### config.mk
export PLATFORM = sky130hd
export DESIGN_NAME = piso_serializer_flat
export DESIGN_NICKNAME = d
export VERILOG_FILES = /design/src/rtl/piso_serializer_if.sv /design/src/rtl/piso_serializer.sv /design/src/flat_wrapper.sv
export SDC_FILE = /design/constraint.sdc
export NUM_CORES = 1
export LEC_CHECK = 0
export BUFFER_PORTS_ARGS = -buffer_cell sky130_fd_sc_hd__buf_2
export CORE_UTILIZATION = 50
export CTS_CLUSTER_DIAMETER = 100
export DETAILED_ROUTE_END_ITERATION = 7
export HOLD_SLACK_MARGIN = 0.08
export PLACE_DENSITY = 0.75
export SLEW_MARGIN = 25
export SYNTH_ARGS = -nofsm -noshare
export SYNTH_HDL_FRONTEND = slang
export SYNTH_SLANG_ARGS = --single-unit
### constraint.sdc
create_clock -name clk -period 1.8 [get_ports clk]
set_input_delay 0.09 -clock clk [delete_from_list [all_inputs] [get_ports clk]]
set_output_delay 0.09 -clock clk [all_outputs]
set_load 0.02 [all_outputs]
### src/rtl/piso_serializer_if.sv
// Parallel-word handshake and serial output bundle for piso_serializer.
// Handshake: a word is accepted on a rising clk edge where load && ready;
// ready never depends on load, so a source may hold load high and wait.
interface piso_serializer_if #(
   parameter int n = 8
) ();
   logic         load;        // word-valid strobe from the source
   logic [n-1:0] in;          // parallel word, sampled only on accept
   logic         ready;       // serializer can accept a word this cycle
   logic         sout;        // serial data bit
   logic         sout_valid;  // sout carries a data bit
   logic         last;        // sout is the final bit of its word

   // Source side: drives the word, observes the serial stream.
   modport master (
      output load, in,
      input  ready, sout, sout_valid, last
   );

   // Serializer side.
   modport slave (
      input  load, in,
      output ready, sout, sout_valid, last
   );
endinterface

### src/rtl/piso_serializer.sv
// Parallel-in / serial-out transmitter. Accepts an n-bit word over a
// load/ready handshake and shifts it out one bit per clock with a per-bit
// valid and an end-of-word marker. Back-to-back words leave no gap because
// ready is raised during the last-bit cycle.
module piso_serializer #(
   parameter int n         = 8,
   parameter bit MSB_FIRST = 1'b1
) (
   input  logic               clk,
   input  logic               rst_n,
   piso_serializer_if.slave   bus,
   output logic               state_dbg   // 1 while a word is being shifted
);

   localparam int CW = (n > 1) ? $clog2(n) : 1;
   localparam logic [CW-1:0] CNT_LAST = CW'(n - 1);

   typedef enum logic [0:0] {
      IDLE  = 1'b0,
      SHIFT = 1'b1
   } state_t;

   state_t        state_q, state_d;
   logic [n-1:0]  sr_q, sr_d;
   logic [CW-1:0] cnt_q, cnt_d;
   logic          sout_q, sout_d;
   logic          sout_valid_q, sout_valid_d;
   logic          last_q, last_d;

   logic          ready_int;
   logic          accept;
   logic [CW-1:0] cnt_next;

   // ready depends only on state and counter, never on load.
   assign ready_int = (state_q == IDLE) || ((state_q == SHIFT) && (cnt_q == CNT_LAST));
   assign accept    = bus.load && ready_int;
   assign cnt_next  = cnt_q + CW'(1);

   // Next-state logic: accept has priority, so a load during the last-bit
   // cycle reloads directly without passing through IDLE.
   always_comb begin
      state_d      = state_q;
      sr_d         = sr_q;
      cnt_d        = cnt_q;
      sout_d       = sout_q;
      sout_valid_d = sout_valid_q;
      last_d       = last_q;

      if (accept) begin
         state_d      = SHIFT;
         sr_d         = bus.in;
         cnt_d        = '0;
         sout_d       = MSB_FIRST ? bus.in[n-1] : bus.in[0];
         sout_valid_d = 1'b1;
         last_d       = 1'b0;        // n >= 2, so bit 0 is never the last
      end else if (state_q == SHIFT) begin
         if (cnt_q == CNT_LAST) begin
            state_d      = IDLE;
            cnt_d        = '0;
            sout_d       = 1'b0;
            sout_valid_d = 1'b0;
            last_d       = 1'b0;
         end else begin
            cnt_d  = cnt_next;
            last_d = (cnt_next == CNT_LAST);
            // The register keeps the bit on sout at its outgoing end, so the
            // next bit to show sits one position further in.
            if (MSB_FIRST) begin
               sout_d = sr_q[n-2];
               sr_d   = sr_q << 1;
            end else begin
               sout_d = sr_q[1];
               sr_d   = sr_q >> 1;
            end
         end
      end
   end

   // State and registered outputs; async reset drops any word in flight.
   always_ff @(posedge clk or negedge rst_n) begin
      if (!rst_n) begin
         state_q      <= IDLE;
         sr_q         <= '0;
         cnt_q        <= '0;
         sout_q       <= 1'b0;
         sout_valid_q <= 1'b0;
         last_q       <= 1'b0;
      end else begin
         state_q      <= state_d;
         sr_q         <= sr_d;
         cnt_q        <= cnt_d;
         sout_q       <= sout_d;
         sout_valid_q <= sout_valid_d;
         last_q       <= last_d;
      end
   end

   assign bus.ready      = ready_int;
   assign bus.sout       = sout_q;
   assign bus.sout_valid = sout_valid_q;
   assign bus.last       = last_q;
   assign state_dbg      = (state_q == SHIFT);

endmodule

### src/flat_wrapper.sv
// flat-port wrapper written by rule: the top's interface ports become plain ports
module piso_serializer_flat 
#(
   parameter int n         = 8,
   parameter bit MSB_FIRST = 1'b1
)
  (clk, rst_n, state_dbg, bus_load, bus_in, bus_ready, bus_sout, bus_sout_valid, bus_last);
  piso_serializer_if #(.n(n)) bus_i ();
  input  logic clk;
  input  logic rst_n;
  output logic state_dbg;
  input wire logic [$bits(bus_i.load)-1:0] bus_load;
  input wire logic [$bits(bus_i.in)-1:0] bus_in;
  output wire logic [$bits(bus_i.ready)-1:0] bus_ready;
  output wire logic [$bits(bus_i.sout)-1:0] bus_sout;
  output wire logic [$bits(bus_i.sout_valid)-1:0] bus_sout_valid;
  output wire logic [$bits(bus_i.last)-1:0] bus_last;
  assign bus_i.load = bus_load;
  assign bus_i.in = bus_in;
  assign bus_ready = bus_i.ready;
  assign bus_sout = bus_i.sout;
  assign bus_sout_valid = bus_i.sout_valid;
  assign bus_last = bus_i.last;
  piso_serializer #(.n(n), .MSB_FIRST(MSB_FIRST)) u_core (.clk(clk), .rst_n(rst_n), .bus(bus_i), .state_dbg(state_dbg));
endmodule
==> results of run 1 <==
-- per-stage QoR --
stage | cells | hold WS (ps) | power [mW]
6_report | 86 | 99.5 | 1.32
5_1_grt | 86 | 114 | 1.41
4_1_cts | 85 | 92.3 | 1.30
3_5_place_dp | 79 | -0.660 | 1.08
3_3_place_gp | 79 | 1.54 | 1.06
2_1_floorplan | 50 | -206 | 0.947
-- worst min path at each step --
stage | end | from | cells past startpoint | slack, ps
floorplan | u_core.bus.last$_DFFE_PN0P_ | rst_n | 0 | -210
global placement | u_core.sr_q[5]$_DFFE_PN0P_ | rst_n | 1 | 2
detailed placement | u_core.sr_q[5]$_DFFE_PN0P_ | rst_n | 1 | -0.7
CTS | u_core.bus.sout$_DFFE_PN0P_ | bus_in[7] | 3 | 90
global route | u_core.bus.sout$_DFFE_PN0P_ | bus_in[7] | 3 | 110
finish | u_core.bus.sout$_DFFE_PN0P_ | bus_in[7] | 3 | 100
-- sequential cells by signal (all words and copies together) (netlist names) --
| register | flops |
|---|---|
| u_core.sr_q | 7 |
| u_core.bus.sout | 1 |
| u_core.cnt_q | 3 |
| u_core.bus.sout_valid | 1 |
| u_core.state_dbg | 1 |
| u_core.bus.last | 1 |
-- area by class of cell --
| type | instances | area (um^2) | share of cell area, % |
|---|---|---|---|
| sequential | 14 | 350 | 41.3 |
| timing repair buffer | 18 | 103 | 12.1 |
| tap | 15 | 18.8 | 2.21 |
| multi-input combinational | 33 | 328 | 38.6 |
| clock buffer | 4 | 36.3 | 4.28 |
| inverter | 2 | 12.5 | 1.47 |
-- cell families (layout without fill, tap and decap cells) --
| family | count (synthesis) | in the layout |
|---|---|---|
| buffers and inverters | 3 | 24 |
| AOI/OAI and AO/OA | 6 | 6 |
| DFF | 14 | 14 |
| and+or+nand+nor | 10 | 10 |
| adders and majority gates | 3 | 3 |
| muxes | 14 | 14 |
-- placed cells by master, fill, tap and decap left out, types with 2 or more instances in the layout --
cell type,n
mux2_1,3
nand2_1,2
buf_2,15
mux2_4,6
ha_1,2
mux2_2,4
a32o_1,2
dfrtp_1,14
nor2_1,3
dlygate4sd3_1,2
clkbuf_4,3
-- power breakdown --
part           internal, mW  switching (mW)  total (mW)
Clock                 0.123          0.0991       0.222
Sequential            0.437          0.0818       0.519
Combinational         0.326           0.253       0.578
-- layer usage --
| layer | up-vias | part of all wire [%] | global-route usage [%] |
|---|---|---|---|
| met2 | 11 | 45 | 29.6 |
| met3 | 2 | 3.3 | 3.41 |
| met1 | 217 | 51 | 23.9 |
| met4 | 0 | 1.1 | 7.76 |
| met5 | - | 0 | 0 |
| li1 | 221 | - | - |
-- timing repair --
action                     CTS  global route
setup endpoints to repair    0             1
resized for setup            0             2
buffers inserted             0             1
hold endpoints to repair    15             0
hold buffers                 2             0
-- tightest hold or removal path, delay by kind of cell --
| family | cells | cell delay (ps) |
|---|---|---|
| and+or+nand+nor | 1 | 70 |
| AOI/OAI and AO/OA | 1 | 80 |
| buffers and inverters | 1 | 100 |
==> Implementation_results.wiki, run 1 <==
{| class="wikitable"
! Metric !! Value
|-
| Global-route wire length before repair || 1.84 mm
|-
| Layout-stage area growth over the synthesis result || 21.7%
|-
| Number of global-route vias before repair || 430
|-
| Minimum period implied by the final worst setup slack || 1700 ps
|-
| Clk_lat worst skew || 270 ps
|-
| Simple logic cell fraction of the synthesized area || 8.08%
|-
| Final Worst Setup Slack || 104 ps
|-
| Total count of hold-check failures in the final report || 0
|-
| DPL Wire Length || 831 um
|-
| Number of synthesized register bits || 14
|-
| Post-synthesis cell type with the largest combined area || dfrtp_1
|-
| Setup repair after global routing missed its margin || false
|-
| Largest net degree at the start of global routing || 15
|-
| Die outline area || 1550 um^2
|-
| Mux share of post-synthesis cell area || 25.7%
|-
| Largest voltage drop on the vdd net || 0.000955 V
|-
| Number of levels in the clock H-tree || 1
|-
| Standard cell core area || 1300 um^2
|-
| Crit start category || flop
|-
| Minimum setup slack among reg-to-reg paths || 210 ps
|-
| Max_cap viols || 0
|-
| Standard-cell row count || 13
|-
| Share of the core filled with cells || 65.2%
|-
| Capture point of the worst path || bus_ready
|-
| Initial Util || 53.6%
|-
| Die Height || 39.3 um
|-
| Cell area reported after detailed placement || 779 um^2
|-
| Synthesized instance count || 50
|-
| GRT Residual Overflow || 0
|-
| Destination of the worst register-to-register timing path || u_core.sr_q[3]$_DFFE_PN0P_
|-
| Syn_nets || 64
|-
| CP Depth || 5
|-
| Number of CTS-inserted buffers || 3
|-
| Average footprint of a synthesized cell || 13.9 um^2
|-
| Number of inserted filler cells in the final layout || 102
|-
| CP endpoint kind || output port
|-
| Placement-stage worst setup slack || 163 ps
|-
| Count of unique library cells instantiated by Yosys || 21
|-
| Number of flops mapped to enable cells by yosys || 0
|-
| CTS tree || done
|-
| Total number of yosys warnings || 0
|-
| Main combinational cell family by area after synthesis || multiplexers
|-
| Data required time at the worst endpoint || 1710 ps
|-
| Antenna diode count || 0
|-
| Total via count after detailed routing || 451
|-
| Number of buffer cells added on primary ports || 15
|-
| Clock Pin Slew Worst Setup and Hold Paths || 90 ps
|-
| Max Clock Skew || 1.09 ps
|-
| Fraction of the mapped netlist area in adder cells || 5.39%
|-
| Overall fraction of global-route tracks in use || 18.4%
|-
| Pins Over Slew Limit || 0
|-
| Root buffer cell || clkbuf_4
|-
| Class of the most critical setup path || reg -> out
|-
| CTS max path bufs || 2
|-
| Bufs and invs on worst path || 2
|-
| Share of flip-flops with an asynchronous set or reset || 100%
|-
| Worst stage delay on the critical path || 410 ps
|-
| Detail-routed net length per standard cell || 13.3 um
|-
| Final Instance Area || 848 um^2
|-
| Routed wire length || 1.14 mm
|-
| Number of setup violations in the final report || 0
|-
| Die W || 39.3 um
|-
| Final setup TNS || 0 ps
|-
| Slowest CP cell || dfrtp_1
|-
| CP cell instances || ha_1 -> ha_2 -> and2b_2 -> inv_6 -> buf_2
|-
| Sequential-to-total area share from yosys stat || 50.3%
|-
| Power density normalized to cell area || 1560 nW/um^2
|-
| Top cells by area in the synthesized netlist || dfrtp_1, mux2_4, mux2_2
|-
| Arrival time worst endpoint || 1610 ps
|-
| Startpoint of the most critical setup path || u_core.cnt_q[0]$_DFFE_PN0P_
|-
| Timing-limited maximum frequency || 590 MHz
|-
| Reg2Reg Depth || 5
|-
| Number of vias per cell || 5.24
|-
| Xor/xnor cell area share of the yosys netlist || 0%
|-
| Largest driver fanout on the critical path || 9
|-
| Boundary Pins || 16
|-
| Fraction of layout instances using a drive strength above 1 || 47.9%
|-
| Initial DRC Count || 5
|-
| Launch point of the worst reg-to-reg path || u_core.cnt_q[0]$_DFFE_PN0P_
|-
| Fraction of synthesized cell area taken by the top area cell type || 50.3%
|-
| Detail Route Antenna Nets || 0
|-
| Most numerous cell types in the synthesized netlist || dfrtp_1, mux2_4, mux2_2
|-
| RePlAce Congestion || 0.627
|-
| Most common flop cell mapped by yosys || dfrtp_1
|-
| Total iterations of the first detailed-routing run || 4
|-
| Worst slew slack as a fraction of its limit || 79.6%
|-
| Compound-cell area share of the yosys netlist || 7.54%
|-
| Layout net count || 86
|-
| Synthesized cell area || 697 um^2
|-
| Outcome || completed
|-
| Final critical-path share of the clock period || 94.2%
|-
| Library cell with the highest instance count after synthesis || dfrtp_1
|-
| Category of cells accounting for the largest share of critical-path delay || adder cells
|-
| Worst min-delay path class || in -> reg
|-
| Number of sinks handled by clock tree synthesis || 14
|-
| Transition at the pin with the smallest max-transition slack || 306 ps
|-
| Post-detailed-route DRC marker count || 0
|-
| Initial antenna violation count || 0
|-
| Cell leakage power || 0.425 nW
|}
Note: power is estimated with default switching activity, not from simulation.
==> run 2: changes to the inputs <==
- ABC_AREA: default -> 1
- CORE_UTILIZATION: 50 -> 49
- PLACE_DENSITY: 0.75 -> 0.73
==> run 2 against run 1 <==
  * Non-clock buffer count is 5 higher
  * Synthesized area is 5.9% lower
  * Cell count is 36% higher
  * Register-to-register slack gained 70 ps
  * Cell area up 1.9%
  * Combinational power down 13%
  * Sequential share of layout area down 0.78 points
  * Utilization grew 8.6 points
  * First-iteration DRC count is 80% higher
  * Clock power grew 5%
  * Global-route usage grew 4.3 points
  * Largest cell class unchanged
  * Largest power group is now registers
==> Implementation_results.wiki, run 2 <==
{| class="wikitable"
! Metric !! Value
|-
| Boundary Pins || 16 (unchanged)
|-
| Class of the most critical setup path || reg -> out (unchanged)
|-
| Synthesized cell area || 656 um^2 (was 697 um^2)
|-
| Layout net count || 118 (was 86)
|-
| Bufs and invs on worst path || 2 (unchanged)
|-
| Outcome || completed (unchanged)
|-
| Max FFs per register || 7 (unchanged)
|-
| CP endpoint kind || output port (unchanged)
|-
| Category of cells accounting for the largest share of critical-path delay || adder cells (unchanged)
|-
| Number of flops mapped to enable cells by yosys || 0 (unchanged)
|-
| Layout-stage area growth over the synthesis result || 31.9% (was 21.7%)
|-
| Largest registers || u_core.sr_q (7), u_core.cnt_q (3) (unchanged)
|-
| Number of sinks handled by clock tree synthesis || 14 (unchanged)
|-
| Most common flop cell mapped by yosys || dfrtp_1 (unchanged)
|-
| Max Clock Skew || 5.06 ps (was 1.09 ps)
|-
| Routed wire length || 1.29 mm (was 1.14 mm)
|-
| Root buffer cell || clkbuf_4 (unchanged)
|-
| Number of CTS-inserted buffers || 3 (unchanged)
|-
| Initial antenna violation count || 0 (unchanged)
|-
| Total count of hold-check failures in the final report || 0 (unchanged)
|-
| Slowest CP cell || dfrtp_1 (unchanged)
|-
| Total via count after detailed routing || 558 (was 451)
|-
| RePlAce Congestion || 0.796 (was 0.627)
|-
| Post-synthesis cell type with the largest combined area || dfrtp_1 (unchanged)
|-
| Top cells by area in the synthesized netlist || dfrtp_1, nand2_1, nand3_1 (was dfrtp_1, mux2_4, mux2_2)
|-
| Final critical-path share of the clock period || 90.7% (was 94.2%)
|-
| Clk_lat worst skew || 290 ps (was 270 ps)
|-
| Worst min-delay path class || in -> reg (unchanged)
|-
| Die W || 38.6 um (was 39.3 um)
|-
| Number of buffer cells added on primary ports || 15 (unchanged)
|-
| Sequential cell area || 350 um^2 (unchanged)
|-
| Largest net degree at the start of global routing || 15 (unchanged)
|-
| Cell leakage power || 0.467 nW (was 0.425 nW)
|-
| Minimum period implied by the final worst setup slack || 1630 ps (was 1700 ps)
|-
| Initial Util || 56.0% (was 53.6%)
|-
| Share of flip-flops with an asynchronous set or reset || 100% (unchanged)
|-
| Main combinational cell family by area after synthesis || simple AND/OR/NAND/NOR gates (was multiplexers)
|-
| Placement-stage worst setup slack || 299 ps (was 163 ps)
|-
| Largest driver fanout on the critical path || 5 (was 9)
|-
| Total number of yosys warnings || 0 (unchanged)
|-
| Clock Pin Slew Worst Setup and Hold Paths || 90 ps (about the same)
|-
| Die Height || 38.6 um (was 39.3 um)
|-
| Final setup TNS || 0 ps (unchanged)
|-
| Fraction of layout instances using a drive strength above 1 || 26.2% (was 47.9%)
|-
| Synthesized instance count || 76 (was 50)
|-
| Transition at the pin with the smallest max-transition slack || 310 ps (was 306 ps)
|-
| Most numerous cell types in the synthesized netlist || nand2_1, dfrtp_1, nand3_1 (was dfrtp_1, mux2_4, mux2_2)
|-
| Multi-input logic area || 274 um^2 (was 328 um^2)
|-
| Total Power || 1.26 mW (was 1.32 mW)
|-
| Overall fraction of global-route tracks in use || 22.7% (was 18.4%)
|-
| Final Worst Setup Slack || 167 ps (was 104 ps)
|-
| Most common library cell in the layout ignoring fill and taps || nand2_1 (was buf_2)
|-
| Number of global-route vias before repair || 537 (was 430)
|-
| Most flop-heavy register || u_core.sr_q (unchanged)
|-
| Detail Route Antenna Nets || 0 (unchanged)
|-
| Max_cap viols || 0 (unchanged)
|-
| Number of vias per cell || 4.77 (was 5.24)
|-
| Syn_nets || 90 (was 64)
|-
| CTS max path bufs || 2 (unchanged)
|-
| Total iterations of the first detailed-routing run || 4 (unchanged)
|-
| Worst slew slack as a fraction of its limit || 79.3% (was 79.6%)
|-
| Mux share of post-synthesis cell area || 0% (was 25.7%)
|-
| Simple logic cell fraction of the synthesized area || 33.8% (was 8.08%)
|-
| Antenna diode count || 0 (unchanged)
|-
| Standard-cell row count || 12 (was 13)
|-
| Worst Hold Margin || 141 ps (was 99.5 ps)
|-
| Count of unique library cells instantiated by Yosys || 13 (was 21)
|-
| DPL Wire Length || 877 um (was 831 um)
|-
| Post-detailed-route DRC marker count || 0 (unchanged)
|-
| Power density normalized to cell area || 1460 nW/um^2 (was 1560 nW/um^2)
|-
| Xor/xnor cell area share of the yosys netlist || 0% (unchanged)
|-
| Number of setup violations in the final report || 0 (unchanged)
|-
| Worst stage delay on the critical path || 410 ps (about the same)
|-
| Largest voltage drop on the vdd net || 0.00106 V (was 0.000955 V)
|-
| Arrival time worst endpoint || 1540 ps (was 1610 ps)
|-
| Initial DRC Count || 9 (was 5)
|-
| Number of inserted filler cells in the final layout || 89 (was 102)
|-
| Detail-routed net length per standard cell || 11.0 um (was 13.3 um)
|-
| Share of the core filled with cells || 73.8% (was 65.2%)
|-
| Die outline area || 1490 um^2 (was 1550 um^2)
|-
| Crit start category || flop (unchanged)
|-
| CTS tree || done (unchanged)
|-
| CP cell instances || ha_1 -> ha_1 -> inv_1 -> nand2_2 -> buf_2 (was ha_1 -> ha_2 -> and2b_2 -> inv_6 -> buf_2)
|-
| Fraction of synthesized cell area taken by the top area cell type || 53.4% (was 50.3%)
|-
| Fraction of the mapped netlist area in adder cells || 5.73% (was 5.39%)
|-
| Compound-cell area share of the yosys netlist || 2.29% (was 7.54%)
|-
| Average footprint of a synthesized cell || 8.63 um^2 (was 13.9 um^2)
|-
| Timing-limited maximum frequency || 612 MHz (was 590 MHz)
|-
| Library cell with the highest instance count after synthesis || nand2_1 (was dfrtp_1)
|-
| Commonest cells after routing, fill and taps aside || nand2_1, buf_2, dfrtp_1 (was buf_2, dfrtp_1, mux2_4)
|-
| Sequential-to-total area share from yosys stat || 53.4% (was 50.3%)
|-
| Most frequent cell on the critical path || ha_1
|-
| Pins Over Slew Limit || 0 (unchanged)
|-
| Number of levels in the clock H-tree || 1 (unchanged)
|-
| Standard cell core area || 1170 um^2 (was 1300 um^2)
|-
| Setup repair after global routing missed its margin || false (unchanged)
|-
| GRT Residual Overflow || 0 (unchanged)
|-
| Global-route wire length before repair || 2.20 mm (was 1.84 mm)
|-
| Number of synthesized register bits || 14 (unchanged)
|-
| Data required time at the worst endpoint || 1710 ps (about the same)
|}
## run 2: cell count changes after synthesis, sizes merged, moves of 2 or more
cell,delta
a32o,-2
inv,+4
mux2,-13
nand2,+33
nand3,+10
o21ai,+3
## run 2: timing repair
action	4_1_cts	5_1_grt
gates resized for setup	0	0
hold buffers	8	0
hold endpoints to repair	21	0
setup buffers	0	0
## run 2: worst min-delay path, delay by kind of cell
| family | cells | cell delay (ps) |
|---|---|---|
| buf+inv | 2 | 210 |
| simple gates | 1 | 100 |
## run 2: final timing paths
check | from | end | slack (ps) | cells past startpoint
worst max-delay path | u_core.cnt_q[0]$_DFFE_PN0P_ | bus_ready | 170 | 5
worst min-delay path | bus_load | u_core.state_dbg$_DFF_PN0_ | 140 | 3
worst max register to register | u_core.cnt_q[0]$_DFFE_PN0P_ | u_core.sr_q[3]$_DFFE_PN0P_ | 280 | 8
worst min register to register | u_core.sr_q[0]$_DFFE_PN0P_ | u_core.sr_q[0]$_DFFE_PN0P_ | 490 | 2
max in group asynchronous | rst_n | u_core.sr_q[2]$_DFFE_PN0P_ | 1360 | 2
min in group asynchronous | rst_n | u_core.bus.sout_valid$_DFFE_PN0P_ | 210 | 2
## run 2: power by group
| part | switching [mW] | internal (mW) |
|---|---|---|
| sequential | 0.0803 | 0.443 |
| clock | 0.109 | 0.123 |
| combinational | 0.315 | 0.189 |
| total | 0.504 | 0.755 |
## run 2: metal layers
| layer | vias to the layer above | global-route usage (%) | wire, um |
|---|---|---|---|
| li1 | 294 | - | - |
| met1 | 249 | 27.8 | 621 |
| met2 | 11 | 36.3 | 598 |
| met3 | 4 | 6.94 | 49 |
| met4 | 0 | 10.3 | 19 |
| met5 | - | 0 | 0 |
## run 2: per-stage QoR
step                      cells  cell area, um^2
after floorplan              76              656
after global placement      105              748
after detailed placement    105              748
after CTS                   117              865
after global routing        117              865
final                       117              865
## run 2: area by class of cell
class	instances	share of cell area, %
Multi-Input combinational cell	55	31.7
Clock buffer	4	4.20
Inverter	7	3.62
Tap cell	14	2.03
Timing Repair Buffer	23	17.9
Sequential cell	14	40.5
## run 2: cell families after synthesis
group,count (synthesis)
AOI/OAI and AO/OA,3
adders and majority gates,3
buffers and inverters,7
DFF,14
and+or+nand+nor,49
